<file path="src/rtl/uart_pkg.sv">
// Shared UART definitions: state encoding, oversampling ratio and frame defaults
// used by both the transmitter and the receiver.
package uart_pkg;

    typedef enum logic [2:0] {
        IDLE   = 3'd0,
        START  = 3'd1,
        DATA   = 3'd2,
        PARITY = 3'd3,
        STOP   = 3'd4
    } uart_state_e;

    localparam int OVERSAMPLE         = 16;
    localparam int DEF_DATA_BITS      = 8;
    localparam int DEF_STOP_BITS_TICK = 16;

endpackage

</file>
<file path="src/rtl/uart_transmitter_if.sv">
// Host-side handshake of the UART transmitter: start strobe, byte, status and
// the serial line. The host drives through master, the transmitter is slave.
interface uart_transmitter_if;

    logic       tx_start;
    logic [7:0] din;
    logic       tx_done_tick;
    logic       tx_busy;
    logic       tx;

    modport master (output tx_start, din, input  tx_done_tick, tx_busy, tx);
    modport slave  (input  tx_start, din, output tx_done_tick, tx_busy, tx);

endinterface

</file>
<file path="src/rtl/uart_transmitter.sv">
// UART transmit FSM paced by the 16x s_tick enable; sends start, data LSB-first,
// optional even parity (UART_PARITY_EN) and STOP_BITS_TICK ticks of stop.
module uart_transmitter
    import uart_pkg::*;
#(
    parameter int DATA_BITS      = DEF_DATA_BITS,
    parameter int STOP_BITS_TICK = DEF_STOP_BITS_TICK
) (
    input  logic                clk,
    input  logic                reset,
    input  logic                s_tick,
    uart_transmitter_if.slave   bus
);

    localparam logic [4:0] TICK_LAST = 5'(OVERSAMPLE - 1);
    localparam logic [4:0] STOP_LAST = 5'(STOP_BITS_TICK - 1);
    localparam logic [2:0] BIT_LAST  = 3'(DATA_BITS - 1);
    localparam logic [7:0] DATA_MASK = 8'((16'd1 << DATA_BITS) - 16'd1);

    uart_state_e r_state, w_state_nx;
    logic [4:0]  r_s, w_s_nx;
    logic [2:0]  r_n, w_n_nx;
    logic [7:0]  r_shift, w_shift_nx;
    logic        r_tx, w_tx_nx;
    logic        w_done;
`ifdef UART_PARITY_EN
    logic        r_parity, w_parity_nx;
`endif

    always_ff @(posedge clk or posedge reset) begin
        if (reset) begin
            r_state  <= IDLE;
            r_s      <= '0;
            r_n      <= '0;
            r_shift  <= '0;
            r_tx     <= 1'b1;
`ifdef UART_PARITY_EN
            r_parity <= 1'b0;
`endif
        end else begin
            r_state  <= w_state_nx;
            r_s      <= w_s_nx;
            r_n      <= w_n_nx;
            r_shift  <= w_shift_nx;
            r_tx     <= w_tx_nx;
`ifdef UART_PARITY_EN
            r_parity <= w_parity_nx;
`endif
        end
    end

    always_comb begin
        w_state_nx  = r_state;
        w_s_nx      = r_s;
        w_n_nx      = r_n;
        w_shift_nx  = r_shift;
        w_done      = 1'b0;
`ifdef UART_PARITY_EN
        w_parity_nx = r_parity;
`endif
        case (r_state)
            IDLE: begin
                if (bus.tx_start) begin
                    w_state_nx  = START;
                    w_s_nx      = '0;
                    w_n_nx      = '0;
                    w_shift_nx  = bus.din & DATA_MASK;
`ifdef UART_PARITY_EN
                    w_parity_nx = ^(bus.din & DATA_MASK);
`endif
                end
            end
            START: begin
                if (s_tick) begin
                    if (r_s == TICK_LAST) begin
                        w_s_nx     = '0;
                        w_state_nx = DATA;
                    end else begin
                        w_s_nx = r_s + 5'd1;
                    end
                end
            end
            DATA: begin
                if (s_tick) begin
                    if (r_s == TICK_LAST) begin
                        w_s_nx     = '0;
                        w_shift_nx = r_shift >> 1;
                        if (r_n == BIT_LAST) begin
`ifdef UART_PARITY_EN
                            w_state_nx = PARITY;
`else
                            w_state_nx = STOP;
`endif
                        end else begin
                            w_n_nx = r_n + 3'd1;
                        end
                    end else begin
                        w_s_nx = r_s + 5'd1;
                    end
                end
            end
`ifdef UART_PARITY_EN
            PARITY: begin
                if (s_tick) begin
                    if (r_s == TICK_LAST) begin
                        w_s_nx     = '0;
                        w_state_nx = STOP;
                    end else begin
                        w_s_nx = r_s + 5'd1;
                    end
                end
            end
`endif
            STOP: begin
                if (s_tick) begin
                    if (r_s == STOP_LAST) begin
                        w_state_nx = IDLE;
                        w_done     = 1'b1;
                    end else begin
                        w_s_nx = r_s + 5'd1;
                    end
                end
            end
            default: w_state_nx = IDLE;
        endcase
    end

    // tx is registered, so it is derived from where the FSM is heading next
    always_comb begin
        w_tx_nx = 1'b1;
        case (w_state_nx)
            START:   w_tx_nx = 1'b0;
            DATA:    w_tx_nx = w_shift_nx[0];
`ifdef UART_PARITY_EN
            PARITY:  w_tx_nx = w_parity_nx;
`endif
            default: w_tx_nx = 1'b1;
        endcase
    end

    assign bus.tx           = r_tx;
    assign bus.tx_busy      = (r_state != IDLE);
    assign bus.tx_done_tick = w_done;

endmodule

</file>
<file path="src/flat_wrapper.sv">
// flat-port wrapper written by rule: the top's interface ports become plain ports
module uart_transmitter_flat import uart_pkg::*;
#(
    parameter int DATA_BITS      = DEF_DATA_BITS,
    parameter int STOP_BITS_TICK = DEF_STOP_BITS_TICK
)
  (clk, reset, s_tick, bus_tx_start, bus_din, bus_tx_done_tick, bus_tx_busy, bus_tx);
  uart_transmitter_if bus_i ();
  input  logic clk;
  input  logic reset;
  input  logic s_tick;
  input wire logic [$bits(bus_i.tx_start)-1:0] bus_tx_start;
  input wire logic [$bits(bus_i.din)-1:0] bus_din;
  output wire logic [$bits(bus_i.tx_done_tick)-1:0] bus_tx_done_tick;
  output wire logic [$bits(bus_i.tx_busy)-1:0] bus_tx_busy;
  output wire logic [$bits(bus_i.tx)-1:0] bus_tx;
  assign bus_i.tx_start = bus_tx_start;
  assign bus_i.din = bus_din;
  assign bus_tx_done_tick = bus_i.tx_done_tick;
  assign bus_tx_busy = bus_i.tx_busy;
  assign bus_tx = bus_i.tx;
  uart_transmitter #(.DATA_BITS(DATA_BITS), .STOP_BITS_TICK(STOP_BITS_TICK)) u_core (.clk(clk), .reset(reset), .s_tick(s_tick), .bus(bus_i));
endmodule
</file>
<file path="config.mk">
export PLATFORM = sky130hd
export DESIGN_NAME = uart_transmitter_flat
export DESIGN_NICKNAME = d
export VERILOG_FILES = /design/src/rtl/uart_pkg.sv /design/src/rtl/uart_transmitter_if.sv /design/src/rtl/uart_transmitter.sv /design/src/flat_wrapper.sv
export SDC_FILE = /design/constraint.sdc
export NUM_CORES = 1
export LEC_CHECK = 0
export BUFFER_PORTS_ARGS = -buffer_cell sky130_fd_sc_hd__buf_4
export CAP_MARGIN = 20
export CELL_PAD_IN_SITES_DETAIL_PLACEMENT = 0
export CELL_PAD_IN_SITES_GLOBAL_PLACEMENT = 2
export CORE_MARGIN = 2
export CORE_UTILIZATION = 38
export CTS_CLUSTER_DIAMETER = 150
export DETAILED_ROUTE_END_ITERATION = 8
export PLACE_DENSITY_LB_ADDON = 0.1
export REMOVE_ABC_BUFFERS = 1
export SLEW_MARGIN = 15
export SYNTH_ARGS = -nofsm -noshare
export SYNTH_HDL_FRONTEND = slang
export SYNTH_SLANG_ARGS = --single-unit
</file>
<file path="constraint.sdc">
create_clock -name clk -period 5.5 [get_ports clk]
set_input_delay 0.55 -clock clk [delete_from_list [all_inputs] [get_ports clk]]
set_output_delay 0.55 -clock clk [all_outputs]
set_load 0.005 [all_outputs]
</file>
==> results.txt <==
Ports = 15
Setup Skew = 0.003944 ns
Netlist cell types = 40
CP max-delay cell = dfrtp_1
Clk pin slew, worst setup/hold paths = 0.12 ns
CTS tree = done
Number of global-route vias before repair = 888
Post-CTS Setup Bufs = 0
Final number of hold-violating endpoints = 0
Share of post-route cells with drive strength above 1 = 0.1912
H-tree depth = 1
ANT cells = 0
Via density = 5.094
Synth warn = 0
Core footprint = 0.003028 mm2
Power Density = 411.0 mW/mm2
Die height = 60.14 um
RSZ-0062 raised after global routing = no
NetSw = 0.1901 mW
Die Wd = 60.14 um
Crit path arrival time = 1.70 ns
Commonest non-fill, non-tap cell in the layout = nand2_1
WL/cell = 12.77 um
Most frequent cells in the layout = nand2_1 (21), dfrtp_1 (19), buf_4 (14)
Worst hold slack = 0.3715 ns
Most used DFF post-synth = dfrtp_1
Final core occ = 0.4554
Antenna-violating nets left = 0
TNS Setup = 0 ns
Crit Path Max Fanout = 13
Startpoint types = register
Final Max Tran Viols = 0
Die footprint = 0.003616 mm2
Number of max-cap violations = 0
Measured slew at the worst slew-check pin = 0.7445 ns
Syn_area_per_cell = 9.815 um2
Synth Register Bits = 20
I/O Buffers = 14
Initial core utilization = 0.3955
Worst Hold Class = in2async
Worst r2r path cells = 6
Peak VDD IR = 0.2171 mV
Worst Setup End Kind = primary output
Fillers = 319
Rows = 20
Synthesized cell area = 0.001197 mm2
Largest cells by area after synthesis = dfrtp_1 (40%), nand2_1 (6.6%), ha_1 (6.3%), a22oi_1 (4.4%), mux2i_1 (4.2%)
Switching Fraction = 0.3354
Hpwl dp = 1.762 mm
Clock power share = 0.209
Critical Path RT = 4.95 ns
All-Layer GR Usage = 0.1478
Skew-Pair Late Insertion Delay = 0.29 ns
Largest net degree at the start of global routing = 21
Max Root-Sink Buffers = 2
Status = complete, no violations
Hold_buf cts = 0
First-pass GRT wire length = 4.071 mm
Setup CP Type = reg2out
Post-synth EDFFs = 0
DR iter-0 viols = 29
Cell-internal power = 0.3766 mW
DRC = 0
Cell area after placement = 0.001326 mm2
Sequential share of the synthesized area = 0.4190
PostCTS Resize Cnt = 0
Final setup vio count = 0
CTS Sinks = 20
Tcrit/Tclk final = 0.4085
Initial antenna violation count = 0
Crit-path cells = or3b_4 -> nor2_1 -> buf_4
Reg2reg setup slack = 3.52 ns
Routed WL = 2.299 mm
FF-to-FF Start = u_core.r_s[0]
Post-synth top area share = 0.3971
Crit path max-delay family = flip-flops
Minimum clock period = 2.247 ns
Comb power frac = 0.348
Root buffer cell = clkbuf_4
Fin area = 0.001379 mm2
Share of synthesized registers carrying an async set or reset = 1.000
Share of power burned in registers = 0.443
Fmax = 0.4451 GHz
R2r endpoint = u_core.bus.tx
Area Growth Syn to Fin = 15.15%
Crit-path max cell delay = 0.68 ns
GRT overflow = 0
Total Nets Final = 155
Pleak = 0.6176 nW
Routability cong. = 0.7484
Num CTS Buffers = 3
Worst rel slew slack = 0.5031
Cell count after synthesis = 122
Buf+Inv Stages, Crit Path = 1
TritonRoute pass-1 iters = 4
DR vias = 917
Area leader, netlist = dfrtp_1
[power groups by stage]
stage	sequential (mW)	combinational, mW	clock [mW]
3_5_place_dp	0.255	0.199	0
6_report	0.251	0.197	0.119
4_1_cts	0.252	0.200	0.124
2_1_floorplan	0.243	0.152	0
3_3_place_gp	0.254	0.196	0
5_1_grt	0.262	0.227	0.129
[cell families after synthesis]
kind of cell	count (synthesis)	synth area share
and+or+nand+nor	52	0.2445
AOI/OAI and AO/OA	25	0.1641
DFF	20	0.4190
buffers and inverters	12	0.05119
muxes	6	0.05120
adders and majority gates	6	0.06269
xor gates and xnor gates	1	0.007316
[layout make-up]
cell class                      instances  area, um2  area share
Timing Repair Buffer                   14      105.1     0.07623
Clock inverter                          1      30.03     0.02178
Clock buffer                            3      22.52     0.01633
Inverter                                8      30.03     0.02178
Tap cell                               44      55.05     0.03993
Multi-Input combinational cell         90      634.4      0.4601
Sequential cell                        20      501.7      0.3639
[synthesized netlist by cell type (3+ instances only)]
library cell   n
a21oi_1        4
a22oi_1        7
and3_1         3
dfrtp_1       19
ha_1           6
inv_1          8
mux2i_1        5
nand2_1       21
nand3b_1       4
nor2_1         6
o31ai_1        3
[state kept, by name, indices dropped and copies added, names as in the netlist]
name,flops
u_core.bus.tx,1
u_core.r_n,3
u_core.r_s,5
u_core.r_shift,8
u_core.r_state,3
[metrics by stage]
| step | power, mW | worst slack (ns) | instances |
|---|---|---|---|
| 4_1_cts | 0.5763 | 3.240 | 180 |
| 2_1_floorplan | 0.3958 | 3.725 | 118 |
| 3_5_place_dp | 0.4545 | 3.567 | 176 |
| 5_1_grt | 0.6184 | 3.156 | 180 |
| 3_3_place_gp | 0.4499 | 3.544 | 176 |
| 6_report | 0.5667 | 3.253 | 180 |
[routing by layer]
| metal | GRT usage | routed length, um |
|---|---|---|
| met1 | 0.2126 | 1196 |
| met2 | 0.2283 | 1028 |
| met3 | 0.01948 | 57 |
| met4 | 0.04762 | 17 |
| met5 | 0 | 0 |
[worst max path at each step]
stage	start	end	cells past startpoint
after floorplan	u_core.r_s[0]	u_core.r_s[3]	7
after global placement	u_core.r_s[0]	u_core.bus.tx	6
after detailed placement	u_core.r_s[0]	u_core.bus.tx	6
after CTS	u_core.r_state[2]	bus_tx_done_tick	3
after global routing	u_core.r_state[2]	bus_tx_done_tick	3
final	u_core.r_state[2]	bus_tx_done_tick	3
No activity file was read; power rests on OpenSTA's default activity.
